File: src/rtl/ysyx_22041071_div_ctrl_pkg.sv
// ysyx_22041071_div_ctrl_pkg: shared encodings and helpers for the divide controller
package ysyx_22041071_div_ctrl_pkg;
  localparam int XLEN = 64;
  typedef enum logic [1:0] {OP_DIV = 2'b00, OP_DIVU = 2'b01, OP_REM = 2'b10, OP_REMU = 2'b11} op_e;
  typedef enum logic [1:0] {ST_IDLE = 2'b00, ST_WAIT = 2'b01, ST_RESP = 2'b10, ST_DRAIN = 2'b11} state_e;
  function automatic logic [XLEN-1:0] sext32(input logic [31:0] v);
    return {{(XLEN-32){v[31]}}, v};
  endfunction
  function automatic logic op_is_rem(input logic [1:0] op);
    return (op == OP_REM) || (op == OP_REMU);
  endfunction
  function automatic logic op_is_signed(input logic [1:0] op);
    return (op == OP_DIV) || (op == OP_REM);
  endfunction
endpackage

File: src/rtl/ysyx_22041071_div_ctrl_if.sv
// ysyx_22041071_div_ctrl_if: issue, result and divider signals of the divide controller
interface ysyx_22041071_div_ctrl_if #(parameter int TAG_W = 5);
  import ysyx_22041071_div_ctrl_pkg::*;
  logic             flush;
  logic             req_valid;
  logic             req_ready;
  logic [1:0]       req_op;
  logic             req_w;
  logic [XLEN-1:0]  req_src1;
  logic [XLEN-1:0]  req_src2;
  logic [TAG_W-1:0] req_tag;
  logic             res_valid;
  logic             res_ready;
  logic [XLEN-1:0]  res_data;
  logic [TAG_W-1:0] res_tag;
  logic             busy;
  logic             div_valid;
  logic             div_signed;
  logic             divw;
  logic [XLEN-1:0]  div_dividend;
  logic [XLEN-1:0]  div_divisor;
  logic             div_flush;
  logic             div_ready;
  logic             div_out_valid;
  logic [XLEN-1:0]  div_quot;
  logic [XLEN-1:0]  div_rema;
  modport slave (
    input  flush, req_valid, req_op, req_w, req_src1, req_src2, req_tag, res_ready,
           div_ready, div_out_valid, div_quot, div_rema,
    output req_ready, res_valid, res_data, res_tag, busy, div_valid, div_signed, divw,
           div_dividend, div_divisor, div_flush
  );
  modport master (
    output flush, req_valid, req_op, req_w, req_src1, req_src2, req_tag, res_ready,
           div_ready, div_out_valid, div_quot, div_rema,
    input  req_ready, res_valid, res_data, res_tag, busy, div_valid, div_signed, divw,
           div_dividend, div_divisor, div_flush
  );
endinterface

File: src/rtl/ysyx_22041071_div_ctrl_special.sv
// ysyx_22041071_div_special: detects divide-by-zero and signed overflow and forms their RISC-V results
module ysyx_22041071_div_special
  import ysyx_22041071_div_ctrl_pkg::*;
(
  input  logic [1:0]      op_i,
  input  logic            w_i,
  input  logic [XLEN-1:0] src1_i,
  input  logic [XLEN-1:0] src2_i,
  output logic            is_special_o,
  output logic [XLEN-1:0] res_o
);
  logic            zero;
  logic            ovf;
  logic [XLEN-1:0] src1_x;
  assign src1_x = w_i ? sext32(src1_i[31:0]) : src1_i;
  assign zero = w_i ? (src2_i[31:0] == '0) : (src2_i == '0);
  assign ovf = op_is_signed(op_i) && (w_i ? (src1_i[31:0] == 32'h8000_0000 && src2_i[31:0] == '1)
                                          : (src1_i == {1'b1, {(XLEN-1){1'b0}}} && src2_i == '1));
  assign is_special_o = zero || ovf;
  assign res_o = zero ? (op_is_rem(op_i) ? src1_x : '1) : (op_is_rem(op_i) ? '0 : src1_x);
endmodule

File: src/rtl/ysyx_22041071_div_ctrl.sv
// ysyx_22041071_div_ctrl: sequences one divide request through the fast path or the iterative divider
module ysyx_22041071_div_ctrl
  import ysyx_22041071_div_ctrl_pkg::*;
#(
  parameter int TAG_W = 5
) (
  input logic                          clk,
  input logic                          reset,
  ysyx_22041071_div_ctrl_if.slave      bus
);
  state_e           state_q, state_d;
  logic [1:0]       op_q;
  logic             w_q;
  logic [XLEN-1:0]  src1_q, src2_q, res_q;
  logic [TAG_W-1:0] tag_q;
  logic             accept;
  logic             is_special;
  logic [XLEN-1:0]  special_res;
  logic [XLEN-1:0]  div_sel;
  ysyx_22041071_div_special u_special (
    .op_i        (bus.req_op),
    .w_i         (bus.req_w),
    .src1_i      (bus.req_src1),
    .src2_i      (bus.req_src2),
    .is_special_o(is_special),
    .res_o       (special_res)
  );
  assign accept = bus.req_valid && bus.req_ready;
  assign div_sel = op_is_rem(op_q) ? bus.div_rema : bus.div_quot;
  assign bus.req_ready = (state_q == ST_IDLE) && !bus.flush;
  assign bus.res_valid = (state_q == ST_RESP) && !bus.flush;
  assign bus.res_data = res_q;
  assign bus.res_tag = tag_q;
  assign bus.busy = state_q != ST_IDLE;
  assign bus.div_valid = state_q == ST_WAIT;
  assign bus.div_flush = (state_q == ST_DRAIN) || bus.flush;
  assign bus.div_signed = ~op_q[0];
  assign bus.divw = w_q;
  assign bus.div_dividend = src1_q;
  assign bus.div_divisor = src2_q;
  // next state: flush wins everywhere except DRAIN, which only waits for the divider to go idle
  always_comb begin
    state_d = state_q;
    case (state_q)
      ST_IDLE:  state_d = accept ? (is_special ? ST_RESP : ST_WAIT) : ST_IDLE;
      ST_WAIT:  state_d = bus.flush ? (bus.div_out_valid ? ST_IDLE : ST_DRAIN)
                                    : (bus.div_out_valid ? ST_RESP : ST_WAIT);
      ST_RESP:  state_d = (bus.flush || bus.res_ready) ? ST_IDLE : ST_RESP;
      ST_DRAIN: state_d = bus.div_ready ? ST_IDLE : ST_DRAIN;
      default:  state_d = ST_IDLE;
    endcase
  end
  // state, latched request and result register
  always_ff @(posedge clk) begin
    if (reset) begin
      state_q <= ST_IDLE;
      op_q    <= '0;
      w_q     <= 1'b0;
      src1_q  <= '0;
      src2_q  <= '0;
      tag_q   <= '0;
      res_q   <= '0;
    end else begin
      state_q <= state_d;
      if (accept) begin
        op_q   <= bus.req_op;
        w_q    <= bus.req_w;
        src1_q <= bus.req_src1;
        src2_q <= bus.req_src2;
        tag_q  <= bus.req_tag;
        res_q  <= special_res;
      end
      if (state_q == ST_WAIT && bus.div_out_valid && !bus.flush)
        res_q <= w_q ? sext32(div_sel[31:0]) : div_sel;
    end
  end
endmodule

File: src/flat_wrapper.sv
// flat-port wrapper written by rule: the top's interface ports become plain ports
module ysyx_22041071_div_ctrl_flat import ysyx_22041071_div_ctrl_pkg::*;
#(
  parameter int TAG_W = 5
)
  (clk, reset, bus_flush, bus_req_valid, bus_req_op, bus_req_w, bus_req_src1, bus_req_src2, bus_req_tag, bus_res_ready, bus_div_ready, bus_div_out_valid, bus_div_quot, bus_div_rema, bus_req_ready, bus_res_valid, bus_res_data, bus_res_tag, bus_busy, bus_div_valid, bus_div_signed, bus_divw, bus_div_dividend, bus_div_divisor, bus_div_flush);
  ysyx_22041071_div_ctrl_if #(.TAG_W(TAG_W)) bus_i ();
  input logic clk;
  input logic reset;
  input wire logic [$bits(bus_i.flush)-1:0] bus_flush;
  input wire logic [$bits(bus_i.req_valid)-1:0] bus_req_valid;
  input wire logic [$bits(bus_i.req_op)-1:0] bus_req_op;
  input wire logic [$bits(bus_i.req_w)-1:0] bus_req_w;
  input wire logic [$bits(bus_i.req_src1)-1:0] bus_req_src1;
  input wire logic [$bits(bus_i.req_src2)-1:0] bus_req_src2;
  input wire logic [$bits(bus_i.req_tag)-1:0] bus_req_tag;
  input wire logic [$bits(bus_i.res_ready)-1:0] bus_res_ready;
  input wire logic [$bits(bus_i.div_ready)-1:0] bus_div_ready;
  input wire logic [$bits(bus_i.div_out_valid)-1:0] bus_div_out_valid;
  input wire logic [$bits(bus_i.div_quot)-1:0] bus_div_quot;
  input wire logic [$bits(bus_i.div_rema)-1:0] bus_div_rema;
  output wire logic [$bits(bus_i.req_ready)-1:0] bus_req_ready;
  output wire logic [$bits(bus_i.res_valid)-1:0] bus_res_valid;
  output wire logic [$bits(bus_i.res_data)-1:0] bus_res_data;
  output wire logic [$bits(bus_i.res_tag)-1:0] bus_res_tag;
  output wire logic [$bits(bus_i.busy)-1:0] bus_busy;
  output wire logic [$bits(bus_i.div_valid)-1:0] bus_div_valid;
  output wire logic [$bits(bus_i.div_signed)-1:0] bus_div_signed;
  output wire logic [$bits(bus_i.divw)-1:0] bus_divw;
  output wire logic [$bits(bus_i.div_dividend)-1:0] bus_div_dividend;
  output wire logic [$bits(bus_i.div_divisor)-1:0] bus_div_divisor;
  output wire logic [$bits(bus_i.div_flush)-1:0] bus_div_flush;
  assign bus_i.flush = bus_flush;
  assign bus_i.req_valid = bus_req_valid;
  assign bus_i.req_op = bus_req_op;
  assign bus_i.req_w = bus_req_w;
  assign bus_i.req_src1 = bus_req_src1;
  assign bus_i.req_src2 = bus_req_src2;
  assign bus_i.req_tag = bus_req_tag;
  assign bus_i.res_ready = bus_res_ready;
  assign bus_i.div_ready = bus_div_ready;
  assign bus_i.div_out_valid = bus_div_out_valid;
  assign bus_i.div_quot = bus_div_quot;
  assign bus_i.div_rema = bus_div_rema;
  assign bus_req_ready = bus_i.req_ready;
  assign bus_res_valid = bus_i.res_valid;
  assign bus_res_data = bus_i.res_data;
  assign bus_res_tag = bus_i.res_tag;
  assign bus_busy = bus_i.busy;
  assign bus_div_valid = bus_i.div_valid;
  assign bus_div_signed = bus_i.div_signed;
  assign bus_divw = bus_i.divw;
  assign bus_div_dividend = bus_i.div_dividend;
  assign bus_div_divisor = bus_i.div_divisor;
  assign bus_div_flush = bus_i.div_flush;
  ysyx_22041071_div_ctrl #(.TAG_W(TAG_W)) u_core (.clk(clk), .reset(reset), .bus(bus_i));
endmodule
File: config.mk
export PLATFORM = sky130hd
export DESIGN_NAME = ysyx_22041071_div_ctrl_flat
export DESIGN_NICKNAME = d
export VERILOG_FILES = /design/src/rtl/ysyx_22041071_div_ctrl_pkg.sv /design/src/rtl/ysyx_22041071_div_ctrl_if.sv /design/src/rtl/ysyx_22041071_div_ctrl_special.sv /design/src/rtl/ysyx_22041071_div_ctrl.sv /design/src/flat_wrapper.sv
export SDC_FILE = /design/constraint.sdc
export NUM_CORES = 1
export LEC_CHECK = 0
export BUFFER_PORTS_ARGS = -buffer_cell sky130_fd_sc_hd__buf_2
export CAP_MARGIN = 20
export CORE_AREA = 3 3 181 183
export CTS_CLUSTER_SIZE = 8
export DETAILED_ROUTE_END_ITERATION = 12
export DIE_AREA = 0 0 184 186
export PLACE_DENSITY_LB_ADDON = 0.25
export SYNTH_ARGS = -nofsm -noshare
export SYNTH_HDL_FRONTEND = slang
export SYNTH_SLANG_ARGS = --single-unit
File: constraint.sdc
create_clock -name clk -period 3.05 [get_ports clk]
set_clock_uncertainty 0.05 [all_clocks]
set_input_delay 0.61 -clock clk [delete_from_list [all_inputs] [get_ports clk]]
set_output_delay 0.61 -clock clk [all_outputs]
set_load 0.01 [all_outputs]
==> impl_results.html <==
<table>
<tr><th>Metric</th><th>Value</th></tr>
<tr><th colspan="2">Setup path</th></tr>
<tr><td>Delay of the slowest critical-path stage</td><td>0.52 ns</td></tr>
<tr><td>Worst flop-to-flop path endpoint</td><td>u_core.bus.res_data[12]$_SDFFE_PP0P_</td></tr>
<tr><td>Startpoint kind of the worst setup timing path</td><td>flip-flop</td></tr>
<tr><td>Launching point of the worst reg2reg path</td><td>u_core.state_q[0]$_SDFF_PP0_</td></tr>
<tr><td>Data required time of the critical path</td><td>3.39 ns</td></tr>
<tr><td>Cell chain of the critical path</td><td>and2b_1 -&gt; nand3_4 -&gt; buf_4 -&gt; a31oi_1 -&gt; o221ai_1</td></tr>
<tr><td>Critical path destination</td><td>u_core.bus.res_data[12]$_SDFFE_PP0P_</td></tr>
<tr><td>Reg2Reg Setup Slack</td><td>0.77 ns</td></tr>
<tr><td>Crit-path max FO</td><td>51</td></tr>
<tr><td>Max stage delay cell, worst path</td><td>sky130_fd_sc_hd__nand3_4</td></tr>
<tr><td>Critical path start-end classification</td><td>reg -&gt; reg</td></tr>
<tr><td>Worst Path Arrival</td><td>2.62 ns</td></tr>
<tr><td>Worst setup EP type</td><td>flip-flop</td></tr>
<tr><td>Cell depth of the worst flop-to-flop path</td><td>5</td></tr>
<tr><td>Launching instance or port of the critical path</td><td>u_core.state_q[0]$_SDFF_PP0_</td></tr>
<tr><th colspan="2">Clocking</th></tr>
<tr><td>Number of hold buffers added after CTS</td><td>0</td></tr>
<tr><td>Maximum level of the CTS H-tree</td><td>1</td></tr>
<tr><td>Clock tree sinks</td><td>202</td></tr>
<tr><td>Clock input transition at the sequential cells of the worst setup and hold paths</td><td>0.05 ns</td></tr>
<tr><td>Quantity of gates resized following cts</td><td>0</td></tr>
<tr><td>Clock tree from TritonCTS</td><td>done</td></tr>
<tr><td>Root cell of the clock tree</td><td>sky130_fd_sc_hd__clkbuf_16</td></tr>
<tr><td>Clock network latency to the later pin of the worst-skew pair</td><td>0.53 ns</td></tr>
<tr><td>Buffers inserted by post-CTS timing repair</td><td>0</td></tr>
<tr><td>CTS Buf Count</td><td>29</td></tr>
<tr><td>Clk buf depth</td><td>3</td></tr>
<tr><th colspan="2">Place</th></tr>
<tr><td>Post-detailed-placement cell area</td><td>12600 sq um</td></tr>
<tr><td>Final weighted congestion in routability-driven placement</td><td>0.884</td></tr>
<tr><td>Worst slack, placed</td><td>0.548 ns</td></tr>
<tr><td>HPWL after DPL</td><td>30.6 mm</td></tr>
<tr><td>Count of buffers from port buffering</td><td>474</td></tr>
<tr><th colspan="2">Global route</th></tr>
<tr><td>Fraction of met1 tracks used by global routing</td><td>31.1%</td></tr>
<tr><td>Most used routing layer</td><td>met2</td></tr>
<tr><td>Final global-route overflow total</td><td>0</td></tr>
<tr><td>Antenna violations before repair</td><td>1</td></tr>
<tr><td>Number of global-route vias before repair</td><td>10742</td></tr>
<tr><td>First-pass GRT wire length</td><td>63.2 mm</td></tr>
<tr><td>Largest net degree at the start of global routing</td><td>126</td></tr>
<tr><td>GR Layer Usage met3</td><td>4.94%</td></tr>
<tr><td>Met2 routing resource usage after global routing</td><td>38.2%</td></tr>
<tr><td>Total track usage</td><td>23.2%</td></tr>
<tr><th colspan="2">Yosys</th></tr>
<tr><td>Most used flip-flop cell after synthesis</td><td>sky130_fd_sc_hd__dfxtp_1</td></tr>
<tr><td>Async set or reset register ratio after synthesis</td><td>0%</td></tr>
<tr><td>Yosys warnings</td><td>0</td></tr>
<tr><td>Count of mapped cells out of synthesis</td><td>1353</td></tr>
<tr><td>Nets in the synthesized netlist</td><td>1626</td></tr>
<tr><td>Number of different library cells in the post-synthesis netlist</td><td>39</td></tr>
<tr><td>Post-synthesis area per instance</td><td>7.34 sq um</td></tr>
<tr><td>Cell Area, Synth</td><td>9920 sq um</td></tr>
<tr><td>Flops &amp; latches, synth</td><td>202</td></tr>
<tr><td>Count of flip-flops with a built-in enable after synthesis</td><td>0</td></tr>
<tr><td>Sequential cell area fraction in the yosys report</td><td>40.7%</td></tr>
<tr><th colspan="2">Die</th></tr>
<tr><td>Die extent in y</td><td>186 um</td></tr>
<tr><td>Core Footprint</td><td>31400 sq um</td></tr>
<tr><td>Die Footprint</td><td>34200 sq um</td></tr>
<tr><td>X dimension of the die</td><td>184 um</td></tr>
<tr><td>I/O pin count</td><td>475</td></tr>
<tr><td>Rows</td><td>65</td></tr>
<tr><td>Initial core utilization</td><td>31.6%</td></tr>
<tr><th colspan="2">Timing</th></tr>
<tr><td>Count of final max-slew check failures</td><td>0</td></tr>
<tr><td>Final Hold Violating Endpoints</td><td>0</td></tr>
<tr><td>Part of the cycle the worst path needs</td><td>74.8%</td></tr>
<tr><td>Total Neg Setup Slack</td><td>0 ns</td></tr>
<tr><td>Slew at the pin closest to its max-slew limit</td><td>0.862 ns</td></tr>
<tr><td>Min Clock Period, post-route</td><td>2.28 ns</td></tr>
<tr><td>Setup violators final</td><td>0</td></tr>
<tr><td>Setup repair after global routing missed its margin</td><td>no</td></tr>
<tr><td>Relative slew slack</td><td>42.5%</td></tr>
<tr><td>FMAX</td><td>438 MHz</td></tr>
<tr><td>Setup ws final</td><td>0.769 ns</td></tr>
<tr><th colspan="2">Worst hold path</th></tr>
<tr><td>Path category of the worst min-delay check</td><td>in -&gt; reg</td></tr>
<tr><th colspan="2">Routing</th></tr>
<tr><td>Wire length reported by the detailed router</td><td>42.7 mm</td></tr>
<tr><td>Number of detailed-route iterations in the first pass</td><td>6</td></tr>
<tr><td>Number of antenna-violating nets in the routed design</td><td>0</td></tr>
<tr><td>Drc violations</td><td>0</td></tr>
<tr><td>Drt initial violations</td><td>1018</td></tr>
<tr><td>Detailed-route via count</td><td>11610</td></tr>
<tr><td>Mean routed wirelength per cell</td><td>19.8 um</td></tr>
<tr><td>Drt via density</td><td>5.37</td></tr>
<tr><th colspan="2">Finish</th></tr>
<tr><td>Most frequent cells in the layout</td><td>sky130_fd_sc_hd__buf_2, sky130_fd_sc_hd__nand2_1, sky130_fd_sc_hd__dfxtp_1</td></tr>
<tr><td>Final instance area</td><td>13400 sq um</td></tr>
<tr><td>Growth of design area from synthesis to finish</td><td>34.7%</td></tr>
<tr><td>Count of antenna diodes in the layout</td><td>0</td></tr>
<tr><td>Ratio of cells with drive above 1 in the final layout</td><td>30.9%</td></tr>
<tr><td>Core occupancy in the finished layout</td><td>42.6%</td></tr>
<tr><td>Total number of nets in the final design</td><td>2031</td></tr>
<tr><td>Commonest non-fill, non-tap cell in the layout</td><td>sky130_fd_sc_hd__buf_2</td></tr>
<tr><th colspan="2">Power</th></tr>
<tr><td>Maximum resistive drop on vdd</td><td>0.000351 V</td></tr>
<tr><td>Leakage component of the power</td><td>5.77 nW</td></tr>
<tr><td>Cell area power density</td><td>514 nW/um^2</td></tr>
<tr><th colspan="2">Run</th></tr>
<tr><td>Maxcap violations</td><td>0</td></tr>
<tr><th colspan="2">Run status</th></tr>
<tr><td>Result of the run</td><td>finished, final reports clean</td></tr>
</table>
power by group:
part           total [mW]  switching [mW]  internal, mW
registers            2.87          0.0786          2.79
clock network        2.81            1.15          1.66
logic                1.20           0.747         0.450
sequential cells by signal, summed over array words and instances, names as in the netlist:
register / count
u_core.op_q: 2
u_core.bus.divw: 1
u_core.bus.res_tag: 5
u_core.state_q: 2
u_core.bus.res_data: 64
u_core.bus.div_dividend: 64
u_core.bus.div_divisor: 64
layout make-up:
class,instances,area (sq um)
Clock buffer,32,737
Clock inverter,1,5.00
Fill cell,3295,18000
Inverter,35,131
Multi-Input combinational cell,988,5250
Sequential cell,202,4050
Tap cell,402,503
Timing Repair Buffer,502,2700
how the worst min path moves through the flow:
| stage | start | to | slack, ns | depth (start not counted) |
|---|---|---|---|---|
| floorplan | u_core.op_q[0]$_SDFFE_PP0P_ | u_core.op_q[0]$_SDFFE_PP0P_ | 0.39 | 2 |
| global placement | u_core.bus.div_divisor[54]$_SDFFE_PP0P_ | u_core.bus.div_divisor[54]$_SDFFE_PP0P_ | 0.39 | 2 |
| detailed placement | u_core.bus.div_divisor[7]$_SDFFE_PP0P_ | u_core.bus.div_divisor[7]$_SDFFE_PP0P_ | 0.39 | 2 |
| CTS | bus_req_tag[0] | u_core.bus.res_tag[0]$_SDFFE_PP0P_ | 0.24 | 3 |
| global route | bus_req_op[0] | u_core.op_q[0]$_SDFFE_PP0P_ | 0.26 | 3 |
| finish | bus_req_tag[0] | u_core.bus.res_tag[0]$_SDFFE_PP0P_ | 0.26 | 3 |
per-layer routing:
metal | vias up | part of all wire, %
met3 | 77 | 8.9
met4 | 2 | 2.2
met5 | - | 0.016
met1 | 5411 | 42
li1 | 5558 | -
met2 | 562 | 47
through the flow:
step / hold WS (ns) / std cells / power (mW)
after floorplan: 0.386 / 1353 / 3.50
after global placement: 0.388 / 2128 / 4.10
after detailed placement: 0.394 / 2128 / 4.12
after CTS: 0.240 / 2161 / 6.94
after global routing: 0.262 / 2162 / 7.19
final: 0.263 / 2162 / 6.88
logic make-up (layout without fill, tap and decap cells):
logic type,Yosys count,count (layout),synth area share (%)
flops,202,202,40.7
simple gates,555,555,24.1
buf+inv,163,570,6.92
mux,64,64,6.45
compound gates,367,367,21.5
fa+ha+maj,2,2,0.252
synth_stat cells (all sizes together) (2+ instances only):
library cell	count	area, sq um
nor3	3	20.0
ha	2	25.0
a21oi	169	846
inv	35	131
and2	2	12.5
buf	50	263
o221ai	33	289
a31oi	33	206
nand3	47	235
a41oi	32	280
nor2	135	509
nor4	32	200
nand2	282	1060
nand4b	3	26.3
dfxtp	202	4040
clkbuf	78	293
mux2i	64	641
o21ai	96	480
nand4	41	257
critical path: cells and delay by family, from the launching register on:
kind / cells / cell delay (ns)
AO/OA/AOI/OAI: 2 / 0.35
buffers and inverters: 1 / 0.41
flip-flops: 1 / 0.49
AND/OR/NAND/NOR: 2 / 0.79
(Power assumes the default switching activity.)
